$ cat config.mk
export PLATFORM = sky130hd
export DESIGN_NAME = i2f_conv_flat
export DESIGN_NICKNAME = d
export VERILOG_FILES = /design/src/rtl/i2f_conv_if.sv /design/src/rtl/i2f_conv.sv /design/src/flat_wrapper.sv
export SDC_FILE = /design/constraint.sdc
export NUM_CORES = 1
export LEC_CHECK = 0
export CORE_MARGIN = 2
export CORE_UTILIZATION = 35
export DETAILED_ROUTE_END_ITERATION = 8
export GPL_ROUTABILITY_DRIVEN = 1
export GPL_TIMING_DRIVEN = 0
export SKIP_LAST_GASP = 1
export SLEW_MARGIN = 20
export SYNTH_ARGS = -nofsm -noshare
export SYNTH_HDL_FRONTEND = slang
export SYNTH_SLANG_ARGS = --single-unit
$ cat constraint.sdc
create_clock -name clk -period 2.45 [get_ports clk]
set_input_delay 0.49 -clock clk [delete_from_list [all_inputs] [get_ports clk]]
set_output_delay 0.49 -clock clk [all_outputs]
set_load 0.02 [all_outputs]
$ cat src/rtl/i2f_conv_if.sv
// i2f_conv_if: request/result handshake bundle for the integer-to-float converter.
interface i2f_conv_if;
    logic        in_valid;
    logic [31:0] in_data;
    logic        in_ready;
    logic        out_valid;
    logic [31:0] out_data;
    logic        out_ready;
    modport master (output in_valid, in_data, out_ready, input in_ready, out_valid, out_data);
    modport slave  (input in_valid, in_data, out_ready, output in_ready, out_valid, out_data);
endinterface

$ cat src/rtl/i2f_conv.sv
// i2f_conv: sequential signed int32 to IEEE-754 single converter.
// One normalization shift per cycle, then a single round-to-nearest-even step.
module i2f_conv (
    input  logic       clk,
    input  logic       rst_n,
    i2f_conv_if.slave  bus
);
    typedef enum logic [1:0] {IDLE, NORM, ROUND, DONE} state_t;
    state_t      state_q, state_d;
    logic [31:0] mag_q, mag_d;
    logic        sgn_q, sgn_d;
    logic [4:0]  sh_q, sh_d;
    logic        out_valid_q, out_valid_d;
    logic [31:0] out_data_q, out_data_d;
    logic        rnd;
    logic [23:0] frac_r;
    logic [7:0]  exp_r;
    assign rnd    = mag_q[7] & ((|mag_q[6:0]) | mag_q[8]);
    assign frac_r = {1'b0, mag_q[30:8]} + {23'b0, rnd};
    // a carry out of the fraction leaves frac_r[22:0] at zero and bumps the exponent
    assign exp_r  = 8'd158 - {3'b0, sh_q} + {7'b0, frac_r[23]};
    always_comb begin
        state_d     = state_q;
        mag_d       = mag_q;
        sgn_d       = sgn_q;
        sh_d        = sh_q;
        out_valid_d = out_valid_q;
        out_data_d  = out_data_q;
        case (state_q)
            IDLE: if (bus.in_valid) begin
                sgn_d   = bus.in_data[31];
                mag_d   = bus.in_data[31] ? -bus.in_data : bus.in_data;
                sh_d    = 5'd0;
                state_d = (bus.in_data == 32'd0) ? DONE : NORM;
                if (bus.in_data == 32'd0) out_data_d = 32'd0;
            end
            NORM: if (mag_q[31]) state_d = ROUND;
                  else begin
                      mag_d = mag_q << 1;
                      sh_d  = sh_q + 5'd1;
                  end
            ROUND: begin
                out_data_d  = {sgn_q, exp_r, frac_r[22:0]};
                out_valid_d = 1'b1;
                state_d     = DONE;
            end
            DONE: begin
                // zero shortcut enters DONE with valid low; it rises one cycle later
                out_valid_d = ~(out_valid_q & bus.out_ready);
                state_d     = (out_valid_q & bus.out_ready) ? IDLE : DONE;
            end
        endcase
    end
    always_ff @(posedge clk or negedge rst_n) begin
        if (!rst_n) begin
            state_q     <= IDLE;
            mag_q       <= 32'd0;
            sgn_q       <= 1'b0;
            sh_q        <= 5'd0;
            out_valid_q <= 1'b0;
            out_data_q  <= 32'd0;
        end else begin
            state_q     <= state_d;
            mag_q       <= mag_d;
            sgn_q       <= sgn_d;
            sh_q        <= sh_d;
            out_valid_q <= out_valid_d;
            out_data_q  <= out_data_d;
        end
    end
    assign bus.in_ready  = (state_q == IDLE);
    assign bus.out_valid = out_valid_q;
    assign bus.out_data  = out_data_q;
endmodule

$ cat src/flat_wrapper.sv
// flat-port wrapper written by rule: the top's interface ports become plain ports
module i2f_conv_flat 
  (clk, rst_n, bus_in_valid, bus_in_data, bus_out_ready, bus_in_ready, bus_out_valid, bus_out_data);
  i2f_conv_if bus_i ();
  input  logic clk;
  input  logic rst_n;
  input wire logic [$bits(bus_i.in_valid)-1:0] bus_in_valid;
  input wire logic [$bits(bus_i.in_data)-1:0] bus_in_data;
  input wire logic [$bits(bus_i.out_ready)-1:0] bus_out_ready;
  output wire logic [$bits(bus_i.in_ready)-1:0] bus_in_ready;
  output wire logic [$bits(bus_i.out_valid)-1:0] bus_out_valid;
  output wire logic [$bits(bus_i.out_data)-1:0] bus_out_data;
  assign bus_i.in_valid = bus_in_valid;
  assign bus_i.in_data = bus_in_data;
  assign bus_i.out_ready = bus_out_ready;
  assign bus_in_ready = bus_i.in_ready;
  assign bus_out_valid = bus_i.out_valid;
  assign bus_out_data = bus_i.out_data;
  i2f_conv u_core (.clk(clk), .rst_n(rst_n), .bus(bus_i));
endmodule
# Word level (Yosys, flattened, before mapping)
# Cells that the tools add are included.
word_totals:
  reg_bits: 73
  in_bits: 36
op_classes:
  add_sub_neg: 5
  n_eq_ne: 7
  mux: 16
  n_bitwise: 4
  n_reduce_logical: 11
ops:
  columns: ["cell", "count"]
  rows:
  - ["$mux W32", 5]
  - ["$pmux W32 S2", 2]
  - ["$logic_not A32 Y1", 1]
  - ["$neg A32 Y32", 1]
  - ["$add A23 B1 Y24", 1]
  - ["$mux W5", 2]
  - ["$pmux W5 S2", 1]
  - ["$add A8 B1 Y8", 1]
  - ["$mux W2", 4]
  - ["$pmux W2 S4", 1]
  - ["$sub A8 B5 Y8 const A", 1]
  - ["$reduce_or A7 Y1", 1]
  - ["$reduce_and A2 Y1", 3]
  - ["$reduce_and A3 Y1", 2]
  - ["$reduce_bool A2 Y1", 3]
  - ["$add A5 B1 Y5 const B", 1]
  - ["$eq A2 B2 Y1 const B", 2]
  - ["$ne A2 B1 Y1 const B", 2]
  - ["$ne A2 B2 Y1 const B", 2]
  - ["$and A1 B1 Y1", 2]
  - ["$eq A2 B1 Y1 const B", 1]
  - ["$logic_not A2 Y1", 1]
  - ["$pmux W1 S2", 1]
  - ["$not A1 Y1", 1]
  - ["$or A1 B1 Y1", 1]

# Depth between registers and ports, before layout
# Gate-level depths: netlist (run 1).
logic_depth:
  depth_word: 6
  mapped_depth: 8
  ltp_nobuf: 7

# Least setup slack after synthesis (run 1)
# Ideal clock, no wire load.
synth_path:
  path_type: "input to register"
  startpoint: "input bus_in_data[17]"
  endpoint: "register u_core.mag_q[28]"
  arrival_time_ns: 2.295
  required_time_ns: 2.381
  slack_ns: 0.086
  stages: 6
  n_path_buf: 1
  path_cell_list: "or4_4 or4_4 buf_6 nor4_1 mux2_2 nand3_1"
synth_via:
  elab_chain_len: 4
synth_rtl:
  columns: ["item", "line_no", "text"]
  rows:
  - ["start, declared", "flat_wrapper.sv:8", "input wire logic [$bits(bus_i.in_data)-1:0] bus_in_data;"]
  - ["$neg A32 Y32", "i2f_conv.sv:32", "mag_d = bus.in_data[31] ? -bus.in_data : bus.in_data;"]
  - ["$mux W32", "i2f_conv.sv:32", null]
  - ["$mux W32", "i2f_conv.sv:30", "IDLE: if (bus.in_valid) begin"]
  - ["$pmux W32 S2", "i2f_conv.sv:29", "case (state_q)"]
  - ["end signal, assigned", "i2f_conv.sv:64", "mag_q <= mag_d;"]
  - ["end, declared", "i2f_conv.sv:10", "logic [31:0] mag_q, mag_d;"]
# No other way between the ends. The select of a mux whose other input is x is not followed.
# A chain may end at the register's enable or synchronous reset.

# Worst setup path after layout (run 1)
layout_path:
  startpoint: "input bus_in_data[17]"
  endpoint: "register u_core.out_data_q[14], in the netlist u_core.bus.out_data[14]"
layout_via:
  elab_chain_len: 3
layout_rtl:
  columns: ["item", "line_no", "text"]
  rows:
  - ["$logic_not A32 Y1", "i2f_conv.sv:35", "if (bus.in_data == 32'd0) out_data_d = 32'd0;"]
  - ["$ne A2 B1 Y1 (no source line)", null, null]
  - ["$reduce_and A3 Y1 (no source line)", null, null]
  - ["end signal, assigned", "i2f_conv.sv:68", "out_data_q <= out_data_d;"]
  - ["end, declared", "i2f_conv.sv:14", "logic [31:0] out_data_q, out_data_d;"]
# No other way between the ends.

==> impl_results.md, run 1 <==
- Top sig layer: met4
- FP Rows: 40
- Initial antenna violation count: 0
- Multiplexer area fraction after synthesis: 0.02928
- Detailed Route Iter0 Violations: 292
- Global-route wire length before repair: 19670 um
- Slew Viols, Final: 0
- Detail Route met3 WL: 601 um
- Final min period: 2.359 ns
- Clk Tree Root Cell: clkbuf_16
- Clk slew on worst S/H paths: 0.05 ns
- Worst Setup End Kind: register
- Worst hold path class: input pin to async pin
- Worst-path cell chain: dlygate4sd2_1 > or4_4 > or4_4 > nor2_4 > buf_4 > a31oi_4 > buf_2 > a22o_1
- Post-Route WL: 12100 um
- Max cap viols: 0
- Compound-Gate Fraction of Synth Area: 0.1970
- Register-to-register setup slack: 0.25 ns
- Setup-failing EPs final: 0
- Yosys warnings: 0
- Setup CP Type: input pin to register
- Ant diodes: 0
- Total Routing Usage GR: 0.1943
- Longest Clk Path Bufs: 2
- Crit share post-route: 0.9628
- Mapped Cells: 449
- Die span in x: 113.9 um
- Simple-Gate Fraction of Synth Area: 0.1985
- Metal-1 WL: 5667 um
- DR pass1 iterations: 5
- Largest family of logic cells by synthesized area: simple AND/OR/NAND/NOR gates
- IO buf count: 69
- CTS tree: yes
- Worst Path Required: 2.67 ns
- Final Core Density: 0.4652
- Nets: 582
- Average size of a mapped cell: 9.422 um^2
- Pre-CTS setup slack: -0.7232 ns
- Routed Antenna Nets: 0
- Leak Pwr: 2.204 nW
- Clock sinks: 73
- Num CTS Buffers: 9
- XOR/XNOR Fraction of Synth Area: 0.09317
- Fmax achieved: 0.4240 GHz
- Register bit total from synthesis: 73
- IO Count: 70
- Drt via density: 5.603
- Vias: 3872
- Slew HR: 0.6137
- Final Hold Fails: 0
- Outcome: complete, no violations
- Biggest cell delay along the critical path: 0.52 ns
- Starting Density: 0.3551
- CP arrival: 2.58 ns
- Routability Congestion: 0.8760
- Number of synthesized flops with an enable pin: 0
- Fin worst setup slack: 0.09123 ns
- Clk_skew: 0.006631 ns
- Worst Path Buf+Inv: 3
- Synthesized area: 0.004230 mm^2
- Max IR drop VDD: 0.0003980 V
- Unique masters post-synth: 50
- CP max stage cell: or4_4
- DRC Markers: 0
- CP Launch Type: input pin
- Vias in the first global route: 3702
- Pwr Density: 1055 mW/mm^2
- Setup TNS: 0 ns
- Skew-Pair Late Insertion Delay: 0.34 ns
- Register area share after synthesis: 0.4318
- Post-Syn Nets: 490
- Die Span Y: 113.9 um
- Largest net degree at the start of global routing: 49
- CTS H-tree depth: 3
- CP Max Fanout: 6
- Ys flop type: dfrtp_1
- Placeable Area: 0.01191 mm^2
- Most frequent CP cell: or4_4
- Synth-to-layout area growth: 31.00%
- Adder-Cell Fraction of Synth Area: 0.01479
- Delay-heaviest family, CP: simple AND/OR/NAND/NOR gates
- Post-DP HPWL: 8944 um
- DR WL/cell: 17.51 um
- Asr flop ratio synth: 1.000
- Die ar.: 0.01298 mm^2
- Global route total overflow: 0
- Tightest Pin Transition: 0.5794 ns
- Fill count: 1153
- Met2 WL: 5595 um
- Layout cell share with drive strength beyond 1: 0.09743
layout make-up:
cell class              count  area [um^2]  area share
clock buffers              13        240.2     0.04335
plain buffers              23        113.9     0.02055
clock inverters             1        5.005   0.0009031
multi-input cells         344         2326      0.4197
inverters                   7        26.28    0.004741
well taps                 147        183.9     0.03319
flip-flops and latches     73         1827      0.3296
repair buffers             83        819.5      0.1479
worst register-to-register path: stages, from the launching register on:
cell,delay [ns]
dfrtp_1,0.47
and4_1,0.30
and4_1,0.40
nand4_1,0.23
ha_1,0.30
nand4_1,0.12
xnor2_1,0.14
o22ai_1,0.10
logic make-up (layout without fill, tap and decap cells):
kind of cell	after synthesis	count (layout)
AOI/OAI and AO/OA	119	119
xor gates and xnor gates	45	45
adders and majority gates	5	5
buffers and inverters	32	127
DFF	73	73
muxes	12	12
and+or+nand+nor	163	163
layout by cell type, fill, tap and decap left out, types with 3 or more instances in the layout:
master | netlist | final
dfrtp_1 | 73 | 73
clkdlybuf4s50_1 | 0 | 64
nand2_1 | 57 | 57
xor2_1 | 29 | 29
a22oi_1 | 28 | 28
o21ai_0 | 26 | 26
nor2_1 | 26 | 24
clkbuf_1 | 20 | 22
o22ai_1 | 17 | 17
xnor2_1 | 16 | 16
nand3_1 | 14 | 14
nand4_1 | 12 | 12
nor3_1 | 13 | 12
a22o_1 | 12 | 12
buf_4 | 0 | 11
o211ai_1 | 10 | 10
mux2i_1 | 9 | 9
clkbuf_16 | 0 | 9
inv_1 | 7 | 7
and4_1 | 7 | 7
o31ai_1 | 7 | 7
or3_1 | 6 | 6
and3_1 | 4 | 4
ha_1 | 5 | 4
nor4_2 | 1 | 3
o21ai_1 | 3 | 3
mux2_2 | 3 | 3
nor4_1 | 6 | 3
clkbuf_2 | 0 | 3
a21oi_1 | 3 | 3
worst paths after layout:
path                       cells after the start                                 from                                   to
min reg2reg                                    1  u_core.bus.out_data[29]$_DFFE_PN0P_  u_core.bus.out_data[29]$_DFFE_PN0P_
min                                            1                                rst_n   u_core.bus.out_data[8]$_DFFE_PN0P_
min in group clk                               1  u_core.bus.out_data[29]$_DFFE_PN0P_  u_core.bus.out_data[29]$_DFFE_PN0P_
max                                            8                      bus_in_data[17]  u_core.bus.out_data[14]$_DFFE_PN0P_
max in group asynchronous                      2                                rst_n         u_core.mag_q[22]$_DFFE_PN0P_
max reg2reg                                    7         u_core.mag_q[15]$_DFFE_PN0P_  u_core.bus.out_data[27]$_DFFE_PN0P_
registers in the layout, indices dropped and copies added, names as in the netlist:
signal,flops
u_core.bus.out_data,32
u_core.mag_q,32
u_core.sh_q,5
u_core.state_q,2
u_core.bus.out_valid,1
u_core.sgn_q,1
power breakdown:
part	total (mW)	switching, mW	leakage (nW)	internal [mW]
combinational	2.47	1.34	1.15	1.13
sequential	2.24	0.524	0.933	1.71
clock	1.14	0.463	0.120	0.673
per-stage QoR:
| step | hold slack [ns] | power [mW] | std cells | instance area (um^2) |
|---|---|---|---|---|
| after global placement | 0.4923 | 4.629 | 665 | 5105 |
| after detailed placement | 0.4245 | 4.692 | 666 | 5135 |
| after CTS | 0.07450 | 5.837 | 689 | 5490 |
| after global routing | 0.09138 | 6.256 | 691 | 5542 |
| after floorplan | 0.1944 | 3.638 | 449 | 4230 |
| final | 0.06244 | 5.846 | 691 | 5542 |
Yosys cell counts (2+ instances only):
library cell	n	share of area
o22ai_1	17	0.025
o31ai_1	7	0.012
a22oi_1	28	0.050
or2_2	2	0.0030
xnor2_1	16	0.033
ha_1	5	0.015
nand2b_1	2	0.0030
o21ai_0	26	0.031
and4_1	7	0.014
buf_6	4	0.011
dfrtp_1	73	0.43
nor3b_1	2	0.0035
nand3_1	14	0.017
xor2_1	29	0.060
o21ai_1	3	0.0035
clkbuf_1	20	0.018
a21oi_1	3	0.0035
mux2i_1	9	0.021
or3_1	6	0.0089
and2_1	2	0.0030
nor3_1	13	0.015
or4_4	2	0.0053
o41ai_1	2	0.0041
o211ai_1	10	0.018
a32o_1	2	0.0047
nand2_1	57	0.051
nor4_1	6	0.0089
nor2_1	26	0.023
inv_1	7	0.0062
a22o_1	12	0.025
nand4_1	12	0.018
a31oi_1	2	0.0030
and3_1	4	0.0059
mux2_2	3	0.0080
metal layers:
layer	vias up	track usage
met2	123	0.3016
met5	-	0
li1	1873	-
met3	21	0.02391
met1	1855	0.2747
met4	0	0.08211
repair_timing:
| action | CTS | global route |
|---|---|---|
| resized for setup | 9 | 15 |
| setup buffers | 9 | 2 |
| hold buffers | 0 | 0 |
| pin swaps | 5 | 3 |
| endpoints found under the hold margin | 0 | 0 |
| setup endpoints to repair | 47 | 61 |
| gates cloned | 1 | 1 |
No activity file was read; power rests on OpenSTA's default activity.
==> inputs of run 2 (changes only) <==
--- a/config.mk
+++ b/config.mk
@@ -5,6 +5,7 @@
 export SDC_FILE = /design/constraint.sdc
 export NUM_CORES = 1
 export LEC_CHECK = 0
+export CAP_MARGIN = 15
 export CORE_MARGIN = 2
 export CORE_UTILIZATION = 35
 export DETAILED_ROUTE_END_ITERATION = 8
==> results of run 2 <==
No change in the layout: final DEF, timing and power equal those of run 1.
